[src/rtl/rca_pkg.sv]
// Shared definitions for the pipelined ripple-carry adder/subtractor.
package rca_pkg;

  // Operation select carried alongside each beat.
  typedef enum logic {
    OP_ADD = 1'b0,
    OP_SUB = 1'b1
  } rca_op_e;

  // Number of ripple slices (pipeline stages) needed to cover `width` bits.
  function automatic int rca_stages(input int width, input int chunk);
    return (width + chunk - 1) / chunk;
  endfunction

endpackage

[src/rtl/rca_slice.sv]
// One combinational ripple slice of N full adders. Also exposes the carry
// into the top bit so the final slice can derive signed overflow.
module rca_slice #(
  parameter int N = 4
) (
  input  logic [N-1:0] a,
  input  logic [N-1:0] b,
  input  logic         cin,
  output logic [N-1:0] s,
  output logic         cout,
  output logic         c_msb_in
);

  // Ripple the carry LSB to MSB; c_msb_in ends up holding the carry into bit N-1.
  always_comb begin
    logic c;
    c        = cin;
    s        = '0;
    c_msb_in = cin;
    for (int i = 0; i < N; i++) begin
      c_msb_in = c;
      s[i]     = a[i] ^ b[i] ^ c;
      c        = (a[i] & b[i]) | (c & (a[i] ^ b[i]));
    end
    cout = c;
  end

endmodule

[src/rtl/rca_addsub_pipe.sv]
// Pipelined ripple-carry adder/subtractor with a valid/ready handshake.
// The carry chain is cut into CHUNK-bit slices with a register after each
// slice; latency is STAGES cycles, throughput one beat per cycle.
// Optional build macro RCA_PIPE_SAT_EN: clamp the result to signed max/min
// on overflow (applied when loading the final stage register).
module rca_addsub_pipe
  import rca_pkg::*;
#(
  parameter int WIDTH = 16,
  parameter int CHUNK = 4
) (
  input  logic             clk,
  input  logic             rst_n,
  input  logic             in_valid,
  output logic             in_ready,
  input  logic [WIDTH-1:0] a,
  input  logic [WIDTH-1:0] b,
  input  logic             op,
  output logic             out_valid,
  input  logic             out_ready,
  output logic [WIDTH-1:0] sum,
  output logic             carry,
  output logic             ovf
);

  localparam int STAGES = rca_stages(WIDTH, CHUNK);
  localparam int LAST_W = WIDTH - (STAGES - 1) * CHUNK;

`ifdef RCA_PIPE_SAT_EN
  localparam logic [WIDTH-1:0] SMAX = {1'b0, {(WIDTH-1){1'b1}}};
  localparam logic [WIDTH-1:0] SMIN = {1'b1, {(WIDTH-1){1'b0}}};
`endif

  // Per-stage registers: finished low result bits, ripple carry, skewed
  // operands (B already conditionally inverted), op and valid.
  logic             valid_q [STAGES];
  logic             valid_d [STAGES];
  logic             op_q    [STAGES];
  logic             op_d    [STAGES];
  logic             carry_q [STAGES];
  logic             carry_d [STAGES];
  logic [WIDTH-1:0] res_q   [STAGES];
  logic [WIDTH-1:0] res_d   [STAGES];
  logic [WIDTH-1:0] a_q     [STAGES];
  logic [WIDTH-1:0] a_d     [STAGES];
  logic [WIDTH-1:0] b_q     [STAGES];
  logic [WIDTH-1:0] b_d     [STAGES];
  logic             ovf_q;
  logic             ovf_d;

  // What each slice sees (input beat for slice 0, previous stage otherwise)
  // and what it produces.
  logic             v_in_w   [STAGES];
  logic             op_in_w  [STAGES];
  logic             cin_w    [STAGES];
  logic [WIDTH-1:0] a_in_w   [STAGES];
  logic [WIDTH-1:0] b_in_w   [STAGES];
  logic [WIDTH-1:0] res_in_w [STAGES];
  logic [WIDTH-1:0] res_w    [STAGES];
  logic             cout_w   [STAGES];
  logic             cmsb_w   [STAGES];

  logic stall;

  // A held, unconsumed output freezes the whole pipe.
  assign stall    = valid_q[STAGES-1] & ~out_ready;
  assign in_ready = ~stall;

  for (genvar gi = 0; gi < STAGES; gi++) begin : g_stage
    localparam int LO = gi * CHUNK;
    localparam int SW = (gi == STAGES - 1) ? LAST_W : CHUNK;

    logic [SW-1:0] s_loc;

    if (gi == 0) begin : g_head
      assign v_in_w[gi]   = in_valid;
      assign op_in_w[gi]  = op;
      assign cin_w[gi]    = (op == OP_SUB);
      assign a_in_w[gi]   = a;
      assign b_in_w[gi]   = b ^ {WIDTH{op == OP_SUB}};
      assign res_in_w[gi] = '0;
    end else begin : g_body
      assign v_in_w[gi]   = valid_q[gi-1];
      assign op_in_w[gi]  = op_q[gi-1];
      assign cin_w[gi]    = carry_q[gi-1];
      assign a_in_w[gi]   = a_q[gi-1];
      assign b_in_w[gi]   = b_q[gi-1];
      assign res_in_w[gi] = res_q[gi-1];
    end

    rca_slice #(.N(SW)) u_slice (
      .a        (a_in_w[gi][LO +: SW]),
      .b        (b_in_w[gi][LO +: SW]),
      .cin      (cin_w[gi]),
      .s        (s_loc),
      .cout     (cout_w[gi]),
      .c_msb_in (cmsb_w[gi])
    );

    // Bits above this slice are still zero, so OR-ing in the new bits is enough.
    assign res_w[gi] = res_in_w[gi] | (WIDTH'(s_loc) << LO);
  end

  // Advance every stage by one when not stalled; otherwise hold everything.
  always_comb begin
    for (int k = 0; k < STAGES; k++) begin
      valid_d[k] = valid_q[k];
      op_d[k]    = op_q[k];
      carry_d[k] = carry_q[k];
      res_d[k]   = res_q[k];
      a_d[k]     = a_q[k];
      b_d[k]     = b_q[k];
    end
    ovf_d = ovf_q;
    if (!stall) begin
      for (int k = 0; k < STAGES; k++) begin
        valid_d[k] = v_in_w[k];
        op_d[k]    = op_in_w[k];
        carry_d[k] = cout_w[k];
        res_d[k]   = res_w[k];
        a_d[k]     = a_in_w[k];
        b_d[k]     = b_in_w[k];
      end
      ovf_d = cout_w[STAGES-1] ^ cmsb_w[STAGES-1];
`ifdef RCA_PIPE_SAT_EN
      if (cout_w[STAGES-1] ^ cmsb_w[STAGES-1]) begin
        res_d[STAGES-1] = a_in_w[STAGES-1][WIDTH-1] ? SMIN : SMAX;
      end
`endif
    end
  end

  // Stage registers; reset discards every in-flight beat.
  always_ff @(posedge clk or negedge rst_n) begin
    if (!rst_n) begin
      for (int k = 0; k < STAGES; k++) begin
        valid_q[k] <= 1'b0;
        op_q[k]    <= 1'b0;
        carry_q[k] <= 1'b0;
        res_q[k]   <= '0;
        a_q[k]     <= '0;
        b_q[k]     <= '0;
      end
      ovf_q <= 1'b0;
    end else begin
      for (int k = 0; k < STAGES; k++) begin
        valid_q[k] <= valid_d[k];
        op_q[k]    <= op_d[k];
        carry_q[k] <= carry_d[k];
        res_q[k]   <= res_d[k];
        a_q[k]     <= a_d[k];
        b_q[k]     <= b_d[k];
      end
      ovf_q <= ovf_d;
    end
  end

  assign out_valid = valid_q[STAGES-1];
  assign sum       = res_q[STAGES-1];
  assign carry     = carry_q[STAGES-1];
  assign ovf       = ovf_q;

endmodule

[config.mk]
export PLATFORM = sky130hd
export DESIGN_NAME = rca_addsub_pipe
export DESIGN_NICKNAME = d
export VERILOG_FILES = /design/src/rtl/rca_pkg.sv /design/src/rtl/rca_slice.sv /design/src/rtl/rca_addsub_pipe.sv
export SDC_FILE = /design/constraint.sdc
export NUM_CORES = 1
export LEC_CHECK = 0
export CORE_MARGIN = 8
export CORE_UTILIZATION = 50
export CTS_CLUSTER_SIZE = 20
export DETAILED_ROUTE_END_ITERATION = 8
export GPL_TIMING_DRIVEN = 0
export PLACE_DENSITY = 0.76
export RECOVER_POWER = 100
export SYNTH_ARGS = -nofsm -noshare
export SYNTH_HDL_FRONTEND = slang
export SYNTH_HIERARCHICAL = 1
export SYNTH_SLANG_ARGS = --single-unit
[constraint.sdc]
create_clock -name clk -period 2.3 [get_ports clk]
set_input_delay 0.69 -clock clk [delete_from_list [all_inputs] [get_ports clk]]
set_output_delay 0.69 -clock clk [all_outputs]
set_load 0.02 [all_outputs]
# Yosys cells after proc, flatten, opt, wreduce, memory -nomap -nowiden
# Cells that the tools add are included.
[classes]
n_bitwise = 88
[ops]
columns = ["op", "n"]
rows = [
  ["$and A1 B1 Y1", 33],
  ["$xor A1 B1 Y1", 33],
  ["$or A1 B1 Y1", 16],
  ["$or A16 B12 Y16", 1],
  ["$or A16 B16 Y16", 1],
  ["$xor A16 B16 Y16", 1],
  ["$or A4 B8 Y8", 1],
  ["$not A1 Y1", 2],
]
[totals]
register_bits = 157
in_bits = 37

# Logic depth before layout (Yosys ltp)
[logic_depth]
depth_word = 10
ltp_mapped = 10
ltp_nobuf = 8

# Hierarchy
# Netlist, hierarchy kept.
[by_module_without_submodules]
columns = ["module", "n_inst", "cells_per_inst", "area_each_um2", "seq_area_each_um2"]
rows = [
  ["rca_addsub_pipe", 1, 225, 4165.2, 2427.3],
  ["rca_slice", 4, 12, 110.1, 0.0],
]

# Worst setup path after synthesis
# OpenSTA, ideal clock, no wires.
[synth_path]
path_kind = "input-to-reg"
from = "in op"
to = "reg res_q (netlist bit res_in_w[35])"
arrival_ns = 2.844
required_ns = 2.175
slack_ns = -0.669
cell_stages = 10
n_path_buf = 2
cell_sequence = "buf_6 -> buf_4 -> xor2_1 -> fa_1 -> inv_1 -> fa_1 -> fa_1 -> inv_1 -> fa_1 -> mux2_2"
[synth_rtl]
columns = ["item", "line", "source"]
rows = [
  ["start, declared", "rca_addsub_pipe.sv:18", "input logic op,"],
  ["end signal, assigned by index", "rca_addsub_pipe.sv:150", "res_q[k] <= res_d[k];"],
  ["end, declared", "rca_addsub_pipe.sv:42", "logic [WIDTH-1:0] res_q [STAGES];"],
]

==> impl_metrics.py <==
metrics = {
    "floorplanning": {
        "dieHeight_um": 112,
        "dieArea_um2": 12500,
        "die_w_um": 112,
        "core_area_um2": 9110,
        "num_rows": 35,
        "pin_count": 57,
        "start_util_pct": 50.6,
    },
    "power": {
        "p_seq_share_pct": 43.8,
        "ir_drop_uv": 438,
        "switching_share_pct": 33.1,
        "p_comb_share_pct": 40.9,
        "intPower_w": 0.00445,
        "power_frac_clock_pct": 15.3,
        "p_per_area_nw_per_um2": 1260,
        "leakagePower_nw": 2.39,
        "power_switching_w": 0.00220,
    },
    "drt": {
        "viasPerCell": 4.78,
        "via_count": 2227,
        "drt_pre_antenna_iters": 3,
        "antenna_left": 0,
        "routed_wirelength_um": 7740,
        "wire_per_inst_um": 16.6,
        "drc": 0,
        "drtIter0Drc": 79,
    },
    "run_status": {
        "failed_checks": "negative setup slack",
        "status": "complete, but fails checks",
    },
    "worst_setup_path": {
        "end_kind": "register",
        "crit_slowest_cell": "fa_1",
        "path_class": "input pin to register",
        "critPathLaunchType": "input pin",
        "path_cells": "buf_8 -> buf_12 -> xor2_2 -> fa_2 -> inv_2 -> fa_2 -> fa_2 -> inv_2 -> fa_1 -> mux2_4",
        "critical_path.top_delay_family": "adder cells",
        "crit_buf_inv": 4,
        "cp_max_fo": 3,
        "required_ps": 2550,
        "max_stage_delay_ps": 390,
        "cp.arrival_ps": 2690,
        "cp_common_cell": "fa_2",
    },
    "cells_and_area": {
        "fin_nets": 403,
        "syn_to_final_growth_pct": 14.6,
        "diodes": 0,
        "fin_area_um2": 5280,
        "drive_gt1_share_pct": 21.7,
        "num-fill-cells": 796,
    },
    "run": {
        "maxCapViolations": 0,
    },
    "placement": {
        "port_buffers": 56,
        "hpwl_um": 5700,
        "placed_area_um2": 5360,
        "gp_congestion": 0.746,
    },
    "global_route": {
        "grt_pass1_vias": 2572,
        "grt_first_pass_wirelength_um": 13100,
        "overflow": 0,
        "grt_max_degree": 74,
        "antenna_found_initial": 0,
        "track_usage_pct": 13.3,
    },
    "clock_tree": {
        "cts_tree": "yes",
        "cts_hold_buf": 0,
        "path_clk_slew_ps": 100,
        "worstSkewPairLatency_ps": 350,
        "cts.sinks": 97,
        "cts_root_buffer": "clkbuf_8",
        "clockBufferDepth": 2,
        "htree_levels": 3,
        "cts_buffers": 9,
    },
    "yosys": {
        "synthCells": 273,
        "syn_area_per_cell_um2": 16.9,
        "synth.distinct_cells": 12,
        "synth_fp_nets": 326,
        "synth_top_area_cell": "dfrtp_1",
        "synth_top_area_share_pct": 52.7,
        "seq_area_frac_synth_pct": 52.7,
        "yosys_warnings": 6,
        "ys_top_cells_by_area": "dfrtp_1 (53%), mux2_4 (29%), fa_1 (7.0%)",
        "ys_ff_latch": 97,
        "netlist_area_um2": 4610,
    },
    "sta": {
        "hold_viol": 0,
        "relSlewSlack_pct": 8.89,
        "fmax_mhz": 409,
        "rsz0062_at_grt": "yes",
        "report.final.slew_viol_count": 0,
        "setup_tns_ps": -308,
        "layout_setup_ws_ps": -145,
        "setup_viol": 4,
        "worstMarginPinSlew_ps": 1370,
        "period_share_pct": 106,
        "fin_crit_ps": 2440,
        "finalClockSkew_ps": 10.8,
    },
    "min_path": {
        "hp-class": "register to register",
    },
}
-- metal layers --
metal / routed length (um) / vias to the layer above / track usage (%)
met5: 0 / - / 0
met3: 250 / 14 / 2.44
met4: 196 / 0 / 7.01
met1: 3610 / 1128 / 16.8
met2: 3690 / 43 / 21.2
li1: - / 1042 / -
-- cell type report --
cell class	instances	area [um2]	area share [%]
Buffer	11	98.8	1.87
Sequential cell	97	2430	46.0
Multi-Input combinational cell	131	1670	31.7
Tap cell	111	139	2.63
Clock inverter	5	38.8	0.735
Timing Repair Buffer	67	637	12.1
Inverter	33	126	2.39
Clock buffer	11	141	2.68
-- worst paths after layout --
path	from	endpoint	cells after the start	slack [ps]
worst max-delay path	op	res_in_w[35]	10	-140
worst min-delay path	b_in_w[43]	b_in_w[43]	1	490
worst max register to register	b_in_w[12]	sum[15]	7	-30
worst min register to register	b_in_w[43]	b_in_w[43]	1	490
max in group asynchronous	rst_n	carry	2	380
min in group asynchronous	rst_n	a_in_w[29]	1	630
-- metrics by stage --
stage | hold slack, ps | util [%] | setup slack [ps] | power [W] | cells
final | 487 | 58.0 | -145 | 0.00665 | 466
after global routing | 503 | 58.0 | -210 | 0.00715 | 466
after CTS | 237 | 61.3 | -228 | 0.00746 | 461
after detailed placement | 469 | 58.9 | -1250 | 0.00639 | 441
after global placement | 467 | 58.6 | -2980 | 0.00623 | 440
after floorplan | 394 | - | -486 | 0.00541 | 273
-- worst reg2reg max path: cells and delay by family, from the launching register on --
kind / cells / cell delay (ps)
muxes: 1 / 270
DFF: 1 / 400
adders and majority gates: 4 / 1430
buffers and inverters: 2 / 140
-- cells in the final DEF (no fill, tap or decap) --
cell type	count
fa_1	10
clkbuf_8	10
inv_2	4
clkbuf_1	6
xor2_1	16
buf_8	1
fa_2	6
clkinv_2	1
clkdlybuf4s50_1	31
nor2b_4	1
inv_6	1
buf_12	2
mux2_4	21
xor2_2	1
dlygate4sd2_1	1
inv_1	28
clkinv_4	2
clkbuf_2	3
mux2_1	68
inv_4	1
nand2b_1	1
clkinvlp_4	1
dlymetal6s2s_1	1
dlygate4sd3_1	19
buf_4	10
buf_6	4
buf_2	1
mux2_2	7
dfrtp_1	97
-- Yosys cell counts --
library cell / instances
mux2_4: 88
buf_6: 5
nand2b_1: 1
nor2b_4: 1
fa_1: 16
buf_8: 6
dfrtp_1: 97
mux2_2: 8
inv_2: 1
inv_1: 32
buf_4: 1
xor2_1: 17
-- repair_timing --
action / 4_1_cts / 5_1_grt
setup buffers: 5 / 5
setup endpoints to repair: 7 / 8
gates resized for setup: 23 / 8
pin swaps: 7 / 10
-- sequential cells by signal (all words and copies together) (netlist names) --
register   flops
carry_q        3
sum           16
v_in_w         3
res_in_w      24
ovf            1
a_in_w        24
out_valid      1
b_in_w        24
carry          1
-- kinds of logic after synthesis --
group                    count (synthesis)  share of synthesized area, %
multiplexers                            96                          30.6
AND/OR/NAND/NOR                          2                         0.435
adder cells (fa/ha/maj)                 16                          6.95
buffers and inverters                   45                          6.03
flip-flops                              97                          52.7
XOR/XNOR                                17                          3.23
-- power by group through the flow --
stage | sequential, W | clock [W] | combinational [W]
detailed placement | 0.00302 | 0 | 0.00337
floorplan | 0.00307 | 0 | 0.00234
global placement | 0.00298 | 0 | 0.00325
global route | 0.00303 | 0.00110 | 0.00303
finish | 0.00292 | 0.00102 | 0.00272
CTS | 0.00299 | 0.00104 | 0.00344
Power figures use the tool's default switching activity.
